### src/rtl/cpu_instr_sequencer.sv
// -----------------------------------------------------------------------------
// cpu_instr_sequencer
//
// Instruction feeder for the cpu datapath/controller. It holds a small program
// in word memory, walks a program counter, and hands each word to the cpu.
// The cpu sees the word on `in` with a one-cycle `load` strobe, and is then
// started with `s`. The cpu's `w` (waiting) flag paces each instruction.
// A program ends on a HALT word, or after the last memory address has executed.
//
// State table
//   state | meaning
//   IDLE  | after reset; program writes accepted; waits for go
//   FETCH | memory word at pc read into in/halt registers
//   LOAD  | load=1 with the instruction on in (skipped strobe on HALT)
//   START | s=1 until the cpu drops w (it has begun executing)
//   EXEC  | waits for the cpu to raise w again (instruction finished)
//   DONE  | program finished; pc/in/issued held; writes and go accepted
//
// Ports
//   clk        system clock, rising edge
//   reset      asynchronous active-low reset (memory contents are kept)
//   prog_we    program write strobe, honoured only in IDLE/DONE
//   prog_addr  program write address
//   prog_data  program write data
//   go         start request, sampled in IDLE/DONE
//   w          cpu waiting flag
//   in         instruction to cpu (registered)
//   load       cpu instruction-register load strobe (registered)
//   s          cpu start strobe (registered)
//   pc         address of the instruction being fetched or executed
//   busy       high in every state except IDLE and DONE
//   done       high in DONE
//   issued     instructions issued since the last go, saturating at 255
// -----------------------------------------------------------------------------
module cpu_instr_sequencer #(
   parameter int unsigned ADDR_W  = 5,
   parameter logic [2:0]  HALT_OP = 3'b111
) (
   input  logic              clk,
   input  logic              reset,
   input  logic              prog_we,
   input  logic [ADDR_W-1:0] prog_addr,
   input  logic [15:0]       prog_data,
   input  logic              go,
   input  logic              w,
   output logic [15:0]       in,
   output logic              load,
   output logic              s,
   output logic [ADDR_W-1:0] pc,
   output logic              busy,
   output logic              done,
   output logic [7:0]        issued
);

   localparam int unsigned       DEPTH   = 2**ADDR_W;
   localparam logic [ADDR_W-1:0] PC_LAST = {ADDR_W{1'b1}};

   typedef enum logic [2:0] {
      ST_IDLE,
      ST_FETCH,
      ST_LOAD,
      ST_START,
      ST_EXEC,
      ST_DONE
   } state_t;

   state_t            state_q, state_d;
   logic [ADDR_W-1:0] pc_q, pc_d;
   logic [15:0]       in_q, in_d;
   logic              load_q, load_d;
   logic              s_q, s_d;
   logic              halt_q, halt_d;
   logic [7:0]        issued_q, issued_d;

   logic [15:0]       mem [DEPTH];
   logic [15:0]       rd_word;
   logic              rd_halt;
   logic              mem_we;

   // Program memory has no reset, so a system reset leaves the program intact.
   always_ff @(posedge clk) begin
      if (mem_we) begin
         mem[prog_addr] <= prog_data;
      end
   end

   // The word at pc is captured into in_q/halt_q on the FETCH edge. That
   // capture is the synchronous read, so the word is valid during LOAD.
   assign rd_word = mem[pc_q];
   assign rd_halt = (rd_word[15:13] == HALT_OP);

   // State register and registered outputs.
   always_ff @(posedge clk or negedge reset) begin
      if (!reset) begin
         state_q  <= ST_IDLE;
         pc_q     <= '0;
         in_q     <= '0;
         load_q   <= 1'b0;
         s_q      <= 1'b0;
         halt_q   <= 1'b0;
         issued_q <= '0;
      end else begin
         state_q  <= state_d;
         pc_q     <= pc_d;
         in_q     <= in_d;
         load_q   <= load_d;
         s_q      <= s_d;
         halt_q   <= halt_d;
         issued_q <= issued_d;
      end
   end

   // Next-state logic.
   always_comb begin
      state_d = state_q;
      case (state_q)
         ST_IDLE,
         ST_DONE:  if (go) state_d = ST_FETCH;
         ST_FETCH: state_d = ST_LOAD;
         ST_LOAD:  state_d = halt_q ? ST_DONE : ST_START;
         ST_START: if (!w) state_d = ST_EXEC;
         ST_EXEC:  if (w)  state_d = (pc_q == PC_LAST) ? ST_DONE : ST_FETCH;
         default:  state_d = ST_IDLE;
      endcase
   end

   // Output and datapath logic. load/s are registered, so they are derived
   // from the state being entered. This makes load high exactly in LOAD and
   // s high exactly in START.
   always_comb begin
      pc_d     = pc_q;
      in_d     = in_q;
      halt_d   = halt_q;
      issued_d = issued_q;
      load_d   = 1'b0;
      s_d      = (state_d == ST_START);
      busy     = (state_q != ST_IDLE) && (state_q != ST_DONE);
      done     = (state_q == ST_DONE);
      mem_we   = prog_we && !busy;

      case (state_q)
         ST_IDLE,
         ST_DONE: begin
            if (go) begin
               pc_d     = '0;
               issued_d = '0;
            end
         end
         ST_FETCH: begin
            // A HALT word never reaches the cpu: in keeps the last instruction.
            halt_d = rd_halt;
            if (!rd_halt) begin
               in_d   = rd_word;
               load_d = 1'b1;
            end
         end
         ST_START: begin
            if (!w && (issued_q != 8'hFF)) begin
               issued_d = issued_q + 8'd1;
            end
         end
         ST_EXEC: begin
            // At the last address pc is held so DONE reports where it stopped.
            if (w && (pc_q != PC_LAST)) begin
               pc_d = pc_q + 1'b1;
            end
         end
         default: ;
      endcase
   end

   assign in     = in_q;
   assign load   = load_q;
   assign s      = s_q;
   assign pc     = pc_q;
   assign issued = issued_q;

endmodule

### config.mk
export PLATFORM = sky130hd
export DESIGN_NAME = cpu_instr_sequencer
export DESIGN_NICKNAME = d
export VERILOG_FILES = /design/src/rtl/cpu_instr_sequencer.sv
export SDC_FILE = /design/constraint.sdc
export NUM_CORES = 1
export LEC_CHECK = 0
export ABC_AREA = 1
export CORE_MARGIN = 2
export CORE_UTILIZATION = 25
export CTS_CLUSTER_DIAMETER = 60
export DETAILED_ROUTE_END_ITERATION = 12
export PLACE_DENSITY = 0.44
export SYNTH_ARGS = -nofsm -noshare
export SYNTH_HDL_FRONTEND = slang
export SYNTH_SLANG_ARGS = --single-unit
### constraint.sdc
create_clock -name clk -period 3.25 [get_ports clk]
set_clock_uncertainty 0.15 [all_clocks]
set_input_delay 0.4875 -clock clk [delete_from_list [all_inputs] [get_ports clk]]
set_output_delay 0.4875 -clock clk [all_outputs]
set_load 0.05 [all_outputs]
# Word level (Yosys, flattened, before mapping)
# Memory sizes are Yosys's and may differ from the RTL's.
# Cells that the tools add are included.
# totals
reg_bits	35
mem_bits_rw	512
inputBits	26
output_inout_bits	33
word_cells	55
memories	1
# op_classes
n_addsub	2
eq_ne	14
n_mux	16
n_bitwise	1
n_reduce_logical	14
# mem_list
memory	words	width	read_ports	rd_clocked_by_memory_dff	write_ports	line_no	rtl
mem	32	16	1	0	1	75	logic [15:0] mem [DEPTH];
# ops
cell	n
8-bit two-way mux	2
8-bit one-hot mux with 2 select lines	1
3-bit two-way mux	5
3-bit one-hot mux with 5 select lines	1
5-bit two-way mux	2
5-bit one-hot mux with 2 select lines	1
3-bit by 2-bit == test with 1-bit output, second input constant	3
3-bit == test, second input constant	3
8-bit by 1-bit adder with 8-bit output, second input constant	1
8-bit != test, second input constant	1
2-bit != test, second input constant	3
3-bit AND reduction	2
5-bit by 1-bit adder with 5-bit output, second input constant	1
5-bit == test, second input constant	1
5-bit != test, second input constant	1
1-bit logical AND	4
1-bit two-way mux	4
2-bit nonzero test	2
3-bit by 1-bit == test with 1-bit output, second input constant	1
3-bit zero test	1
3-bit != test, second input constant	1
3-bit nonzero test	1
1-bit zero test	2
2-bit AND reduction	1
2 further kinds	2

# Logic depth before layout (Yosys ltp)
# Gate-level depths: netlist of the first run.
# logic_depth
word_depth	6
mapped_depth	17
ltp_nobuf	13

# Least setup slack after synthesis of the first run
# OpenSTA, ideal clock, no wires.
# synth_timing
path_kind	register to register
from	register state_q[1]
to	memory mem[16][0] (enable)
setup_time_ns	0.388
arrival_time_ns	2.666
required_ns	2.712
path_slack_ns	0.046
stages_incl_launch_ff	10
period_less_slack_ns	3.204
cell_sequence	dfrtp_1 > inv_1 > nand2_1 > nor2_1 > inv_1 > o21ai_0 > nand2_1 > nor2_1 > nand3_1 > nor2_1
# synth_via
elab_chain_len	6
word_cells_on_any_way	7
classes_between	eq/ne: 1; mux: 2; reduce/logical: 4
# synth_lines
item	line_no	rtl
start, declared	67	state_t state_q, state_d;
start signal, assigned	103	state_q <= state_d;
3-bit != test or 3-bit nonzero test (tied branches)	137	busy = (state_q != ST_IDLE) && (state_q != ST_DONE);
1-bit logical AND *	137	
1-bit zero test *	139	mem_we = prog_we && !busy;
1-bit logical AND *	139	
1-bit two-way mux *	82	if (mem_we) begin
1-bit two-way mux (implied by the code) *	83	mem[prog_addr] <= prog_data;
end, declared	75	
# Every way passes the cells marked *; elsewhere a longest branch is shown, timed or not.

# Worst setup path in the final report of the first run
# layout_timing
from	register pc_q[0], in the netlist pc[0]
to	output pc[0]
# layout_lines
item	line_no	rtl
start, declared	68	logic [ADDR_W-1:0] pc_q, pc_d;
start signal, assigned	104	pc_q <= pc_d;
end, declared	49	output logic [ADDR_W-1:0] pc,
# No word-level cell between the ends.

==> run summary, run 1 <==
Outcome = completed
CP required = 2.61 ns
Total CTS buffers = 66
Post-synth EDFFs = 512
Total track usage = 15.3%
Root Driver = clkbuf_16
Total Power = 19.8 mW
Post-Syn Area = 22300 um^2
Final Hold Viols = 0
Final #Nets = 2060
Max FO, Critical Path = 127
Fin crit period = 3.15 ns
I/O pins = 59
Largest cells by area after synthesis = edfxtp_1 69%, nor2_1 6.6%, nand2_1 6.4%
Drt pass-1 iters = 5
Rel. slew slack = 51.2%
#FFs+latches synth = 547
Syn_nets = 1953
Post-synthesis sequential area ratio = 73.0%
Leakage = 9.42 nW
Power per standard cell area = 742 nW/um^2
Remaining DRCs = 0
H-tree Lvls = 3
Final Util = 30.2%
Final non-filler cell total = 3243
Layout area overhead = 19.8%
Wire per inst = 21.5 um
Share of Yosys cell area claimed by the top area cell type = 69.1%
Synth warn = 0
Post-cts resize count = 0
Antenna Violating Nets Remaining = 0
Distinct cells, synth = 33
Die footprint = 91400 um^2
CTS tree = done
Die Y = 302 um
First-pass GRT wire length = 101000 um
Startpoint types = flop
Placed Instances = 3128
Worst-Skew Late Latency = 0.59 ns
Final setup fails = 0
Syn avg cell area = 11.6 um^2
Gate Count Post-Synth = 1924
Pins over their slew limit = 0
Reg-to-reg slack, setup = 0.39 ns
Routed WL = 69700 um
CTS Hold Buffers Added = 0
Initial antenna violation count = 2
Post-synth top flop = edfxtp_1
Share of cells above drive strength 1 = 9.68%
Post-Layout Inst Area = 26700 um^2
Die Wd = 302 um
Largest net degree at the start of global routing = 128
RSZ-0062 raised after global routing = no
Asr flop ratio synth = 6.40%
Worst-Margin Slew = 0.730 ns
Port bufs = 58
Clock Sinks = 547
Top-count cell post-synth = edfxtp_1
Final period util = 96.9%
Kind of critical path = reg -> out
Post-Route Setup TNS = 0 ns
Place WS = 0.429 ns
Clock-pin transition on the worst setup and hold timing paths = 0.06 ns
Clock Path Buffers = 3
Post-CTS Setup Bufs = 0
Rows = 109
DR iter-0 viols = 1421
Fillers = 9025
Synth top cells by count = 512 x edfxtp_1, 390 x nor2_1, 381 x nand2_1
Area leader, netlist = edfxtp_1
MaxCap Viol Count = 0
Worst EP arrival = 2.51 ns
Remaining Overflow, GRT = 0
Core box area = 88400 um^2
Vias in the first global route = 14800
Dpl cell area = 24600 um^2
Avg Vias per Cell = 4.59
Post-DP HPWL = 42200 um
VDD IR-drop max = 0.562 mV
Worst min path class = in -> async
DR vias = 14900
Hold Slack = 0.165 ns
CP endpoint kind = output pin
Initial Util = 25.2%
Gpl congestion = 0.829
F_max = 318 MHz
Final setup margin = 0.101 ns
-- area by class of cell --
cell class	instances	area [um^2]	area share, %
flip-flops and latches	547	16300	61.0
multi-input cells	1234	5370	20.1
clock buffers	89	1880	7.07
well taps	1165	1460	5.47
repair buffers	147	1350	5.06
clock inverters	25	205	0.770
inverters	35	139	0.521
diodes	1	2.50	0.00939
-- cell usage in the layout (no fill, tap or decap), types with 2 or more instances in the layout --
cell type and instances:
a21oi_1 21, and3_1 3, buf_12 8, buf_4 81, bufinv_16 3, clkbuf_1 14, clkbuf_16 71, clkbuf_8 4
clkdlybuf4s50_1 58, clkinv_1 12, clkinv_2 6, clkinvlp_4 2, dfrtp_1 32, dfrtp_4 2, edfxtp_1 512, ha_1 3
inv_1 29, inv_2 3, inv_6 3, nand2_1 381, nand2_2 2, nand3_1 165, nand3_2 2, nand3b_1 3
nand4_1 3, nor2_1 380, nor2_2 10, nor3_1 9, o211ai_1 14, o21ai_0 218, o22ai_1 11, xor2_1 2
-- critical path, stage by stage, from the launching register on --
cell and delay [ns]:
dfrtp_4 0.48, buf_12 0.50, clkdlybuf4s50_1 0.92
-- final timing paths --
path	start	end	depth (start not counted)
min in group clk	in[0]	in[0]	2
hold / removal	reset	issued[2]	2
setup reg to reg	state_q[1]	mem[16][8]	10
setup / recovery	pc[0]	pc[0]	2
max in group asynchronous	reset	pc[2]	2
hold reg to reg	in[0]	in[0]	2
-- kinds of logic (layout without fill, tap and decap cells) --
| logic type | after synthesis | count (layout) | synth area share (%) |
|---|---|---|---|
| XOR/XNOR | 3 | 3 | 0.118 |
| buffers and inverters | 143 | 296 | 3.01 |
| other | 0 | 1 | 0 |
| adder cells (fa/ha/maj) | 3 | 3 | 0.169 |
| AND/OR/NAND/NOR | 959 | 959 | 17.4 |
| AO/OA/AOI/OAI | 269 | 269 | 6.32 |
| flip-flops | 547 | 547 | 73.0 |
-- sequential cells by signal, indices dropped and copies added, names as in the netlist --
signal / flops
issued: 8
load: 1
mem: 512
pc: 5
halt_q: 1
in: 16
s: 1
state_q: 3
-- report_power, final --
part           internal (mW)  switching [mW]  leakage, nW  total, mW
Clock                   4.29            2.85         1.02       7.14
Sequential              7.92           0.124         5.05       8.05
Combinational           1.23            3.38         3.35       4.61
Total                   13.4            6.35         9.42       19.8
-- metal layers --
metal / vias up / global-route usage, % / share of wire [%] / wire length, um
met1: 7432 / 21.5 / 46 / 32300
met2: 424 / 23.6 / 45 / 31200
met5: - / 0 / 0 / 0
met4: 0 / 4.46 / 2.1 / 1490
li1: 6936 / - / - / -
met3: 95 / 3.25 / 6.7 / 4650
Note: power is estimated with default switching activity, not from simulation.
==> inputs of run 2 (changes only) <==
--- a/config.mk
+++ b/config.mk
@@ -6,11 +6,15 @@
 export NUM_CORES = 1
 export LEC_CHECK = 0
 export ABC_AREA = 1
+export CAP_MARGIN = 5
+export CELL_PAD_IN_SITES_DETAIL_PLACEMENT = 1
+export CELL_PAD_IN_SITES_GLOBAL_PLACEMENT = 2
 export CORE_MARGIN = 2
 export CORE_UTILIZATION = 25
+export CTS_BUF_LIST = sky130_fd_sc_hd__clkbuf_8
 export CTS_CLUSTER_DIAMETER = 60
 export DETAILED_ROUTE_END_ITERATION = 12
-export PLACE_DENSITY = 0.44
+export PLACE_DENSITY = 0.56
 export SYNTH_ARGS = -nofsm -noshare
 export SYNTH_HDL_FRONTEND = slang
 export SYNTH_SLANG_ARGS = --single-unit
==> run 2 against run 1 <==
  * Sequential power about the same
  * Total power shrank 4.9%
  * Highest routed layer unchanged
  * Largest cell class unchanged
  * First-iteration DRC count fell by 32%
  * Wire length increased by 7.9%
  * Non-clock buffer count increased by 13
  * Cell count is 2.6% higher
  * Worst setup slack improved by 0.010 ns
  * Register-to-register slack worse by 0.09 ns
  * Die area unchanged
==> run summary, run 2 (synthesized netlist as in run 1, its figures left out) <==
Crit-path cells = buf_4 -> clkdlybuf4s50_1 (was buf_12 -> clkdlybuf4s50_1)
Power per standard cell area = 703 nW/um^2 (was 742 nW/um^2)
Initial antenna violation count = 2 (unchanged)
Share of cells above drive strength 1 = 12.3% (was 9.68%)
Total track usage = 16.6% (was 15.3%)
Clock Sinks = 547 (unchanged)
I/O pins = 59 (unchanged)
Gpl congestion = 0.794 (was 0.829)
Port bufs = 58 (unchanged)
Die Wd = 302 um (unchanged)
Switching Power = 6.47 mW (was 6.35 mW)
Final setup fails = 0 (unchanged)
Drt pass-1 iters = 4 (was 5)
Total CTS buffers = 100 (was 66)
Worst-Skew Late Latency = 0.72 ns (was 0.59 ns)
MaxCap Viol Count = 0 (unchanged)
Worst min path class = in -> async (unchanged)
H-tree Lvls = 3 (unchanged)
Leakage = 9.59 nW (was 9.42 nW)
Register share of total power = 42.9% (was 40.7%)
First-pass GRT wire length = 111000 um (was 101000 um)
Post-DP HPWL = 46200 um (was 42200 um)
RSZ-0062 raised after global routing = no (unchanged)
Pins over their slew limit = 0 (unchanged)
Clock Path Buffers = 3 (unchanged)
Reg2Reg Depth = 12 (was 10)
Sw frac = 34.3% (was 32.1%)
Die footprint = 91400 um^2 (unchanged)
Cell Int Power = 12.4 mW (was 13.4 mW)
Antenna Violating Nets Remaining = 0 (unchanged)
DR vias = 15200 (was 14900)
Startpoint types = flop (unchanged)
Largest net degree at the start of global routing = 75 (was 128)
Routed WL = 75200 um (was 69700 um)
VDD IR-drop max = 0.374 mV (was 0.562 mV)
Clock power frac = 32.8% (was 36.1%)
Remaining Overflow, GRT = 0 (unchanged)
Core box area = 88400 um^2 (unchanged)
Dpl cell area = 24900 um^2 (was 24600 um^2)
Rel. slew slack = 42.1% (was 51.2%)
Die Y = 302 um (unchanged)
Max FO, Critical Path = 12 (was 127)
Worst EP arrival = 2.50 ns (was 2.51 ns)
DR iter-0 viols = 963 (was 1421)
Final Hold Viols = 0 (unchanged)
Post-Layout Inst Area = 26800 um^2 (was 26700 um^2)
F_max = 319 MHz (was 318 MHz)
Most common cell after layout, fill and taps aside = edfxtp_1 (unchanged)
Clock-pin transition on the worst setup and hold timing paths = 0.06 ns (about the same)
Final period util = 96.6% (was 96.9%)
Final #Nets = 2107 (was 2060)
Max reg flops = 512 (unchanged)
Logic pwr share = 24.3% (was 23.3%)
Layout area overhead = 20.3% (was 19.8%)
Kind of critical path = reg -> out (unchanged)
Fillers = 9836 (was 9025)
Outcome = completed (unchanged)
Avg Vias per Cell = 4.58 (was 4.59)
CP endpoint kind = output pin (unchanged)
Most frequent cells in the layout = 512 x edfxtp_1, 381 x nand2_1, 364 x nor2_1, 218 x o21ai_0, 165 x nand3_1 (was 512 x edfxtp_1, 381 x nand2_1, 380 x nor2_1, 218 x o21ai_0, 165 x nand3_1)
Crit-path max cell delay = 0.87 ns (was 0.92 ns)
Biggest register = mem (unchanged)
Post-Route Setup TNS = 0 ns (unchanged)
Slowest stage cell, crit path = clkdlybuf4s50_1 (unchanged)
Root Driver = clkbuf_8 (was clkbuf_16)
Rows = 109 (unchanged)
Initial Util = 25.2% (unchanged)
Fin crit period = 3.14 ns (was 3.15 ns)
Worst-Margin Slew = 0.868 ns (was 0.730 ns)
CTS tree = done (unchanged)
Wire per inst = 22.6 um (was 21.5 um)
Remaining DRCs = 0 (unchanged)
Vias in the first global route = 16200 (was 14800)
CP required = 2.61 ns (about the same)
-- run 2: cell types whose count changed in the layout (fill, tap and decap cells not counted), moves of 14 or more --
| cell | delta |
|---|---|
| clkbuf_16 | -71 |
| clkinv_1 | +19 |
| clkbuf_1 | -14 |
| clkbuf_8 | +103 |
| nor2_2 | +16 |
| buf_12 | +18 |
| nor2_1 | -16 |
| inv_1 | +31 |
-- run 2: worst max-delay path, delay by kind of cell, from the launching register on --
family | cells | cell delay [ns]
buffers and inverters | 2 | 1.19
DFF | 1 | 0.58
-- run 2: cell type report --
class | count | area (um^2) | share of cell area (%)
Timing Repair Buffer | 160 | 1660 | 6.21
Sequential cell | 547 | 16300 | 60.7
Antenna cell | 1 | 2.50 | 0.00934
Clock inverter | 78 | 387 | 1.44
Multi-Input combinational cell | 1234 | 5410 | 20.2
Clock buffer | 107 | 1470 | 5.50
Tap cell | 1165 | 1460 | 5.44
Inverter | 35 | 141 | 0.528
-- run 2: power by group through the flow --
stage                     Clock (mW)  Sequential (mW)  Combinational, mW
after floorplan                    0             8.57               2.38
after global placement             0             8.23               4.69
after detailed placement           0             8.22               4.70
after CTS                       6.42             8.08               4.71
after global routing            6.69             8.10               5.08
final                           6.18             8.08               4.58
-- run 2: worst paths after layout --
kind / slack [ns] / endpoint / start
hold / removal: 0.28 / issued[2] / reset
min in group clk: 0.36 / in[4] / in[4]
hold reg to reg: 0.36 / in[4] / in[4]
max in group asynchronous: 2.04 / pc[0] / reset
setup reg to reg: 0.30 / mem[3][0] / state_q[1]
setup / recovery: 0.11 / pc[2] / pc[2]
-- run 2: per-layer routing --
metal	wire [um]	track usage, %	part of all wire (%)	up-vias
met1	34500	22.0	46	7774
met5	0	0	0	-
met4	1900	5.75	2.5	0
met2	36300	27.9	48	291
met3	2610	2.47	3.5	106
li1	-	-	-	7053
-- run 2: what timing repair did --
item                       CTS  global route
setup endpoints to repair    2             0
buffers inserted             0             0
hold endpoints to repair    35             0
hold buffers                 1             0
resized for setup            2             0
-- run 2: through the flow --
| step | setup slack (ns) | hold slack, ns | cells | power [mW] | utilization [%] |
|---|---|---|---|---|---|
| 6_report | 0.111 | 0.277 | 3327 | 18.8 | 30.3 |
| 5_1_grt | 0.0197 | 0.337 | 3327 | 19.9 | 30.3 |
| 4_1_cts | 0.00873 | 0.228 | 3326 | 19.2 | 30.3 |
| 3_5_place_dp | 0.390 | 0.351 | 3140 | 12.9 | 28.2 |
| 3_3_place_gp | 0.432 | 0.375 | 3140 | 12.9 | 28.2 |
| 2_1_floorplan | 0.0460 | 0.0419 | 1924 | 11.0 | - |
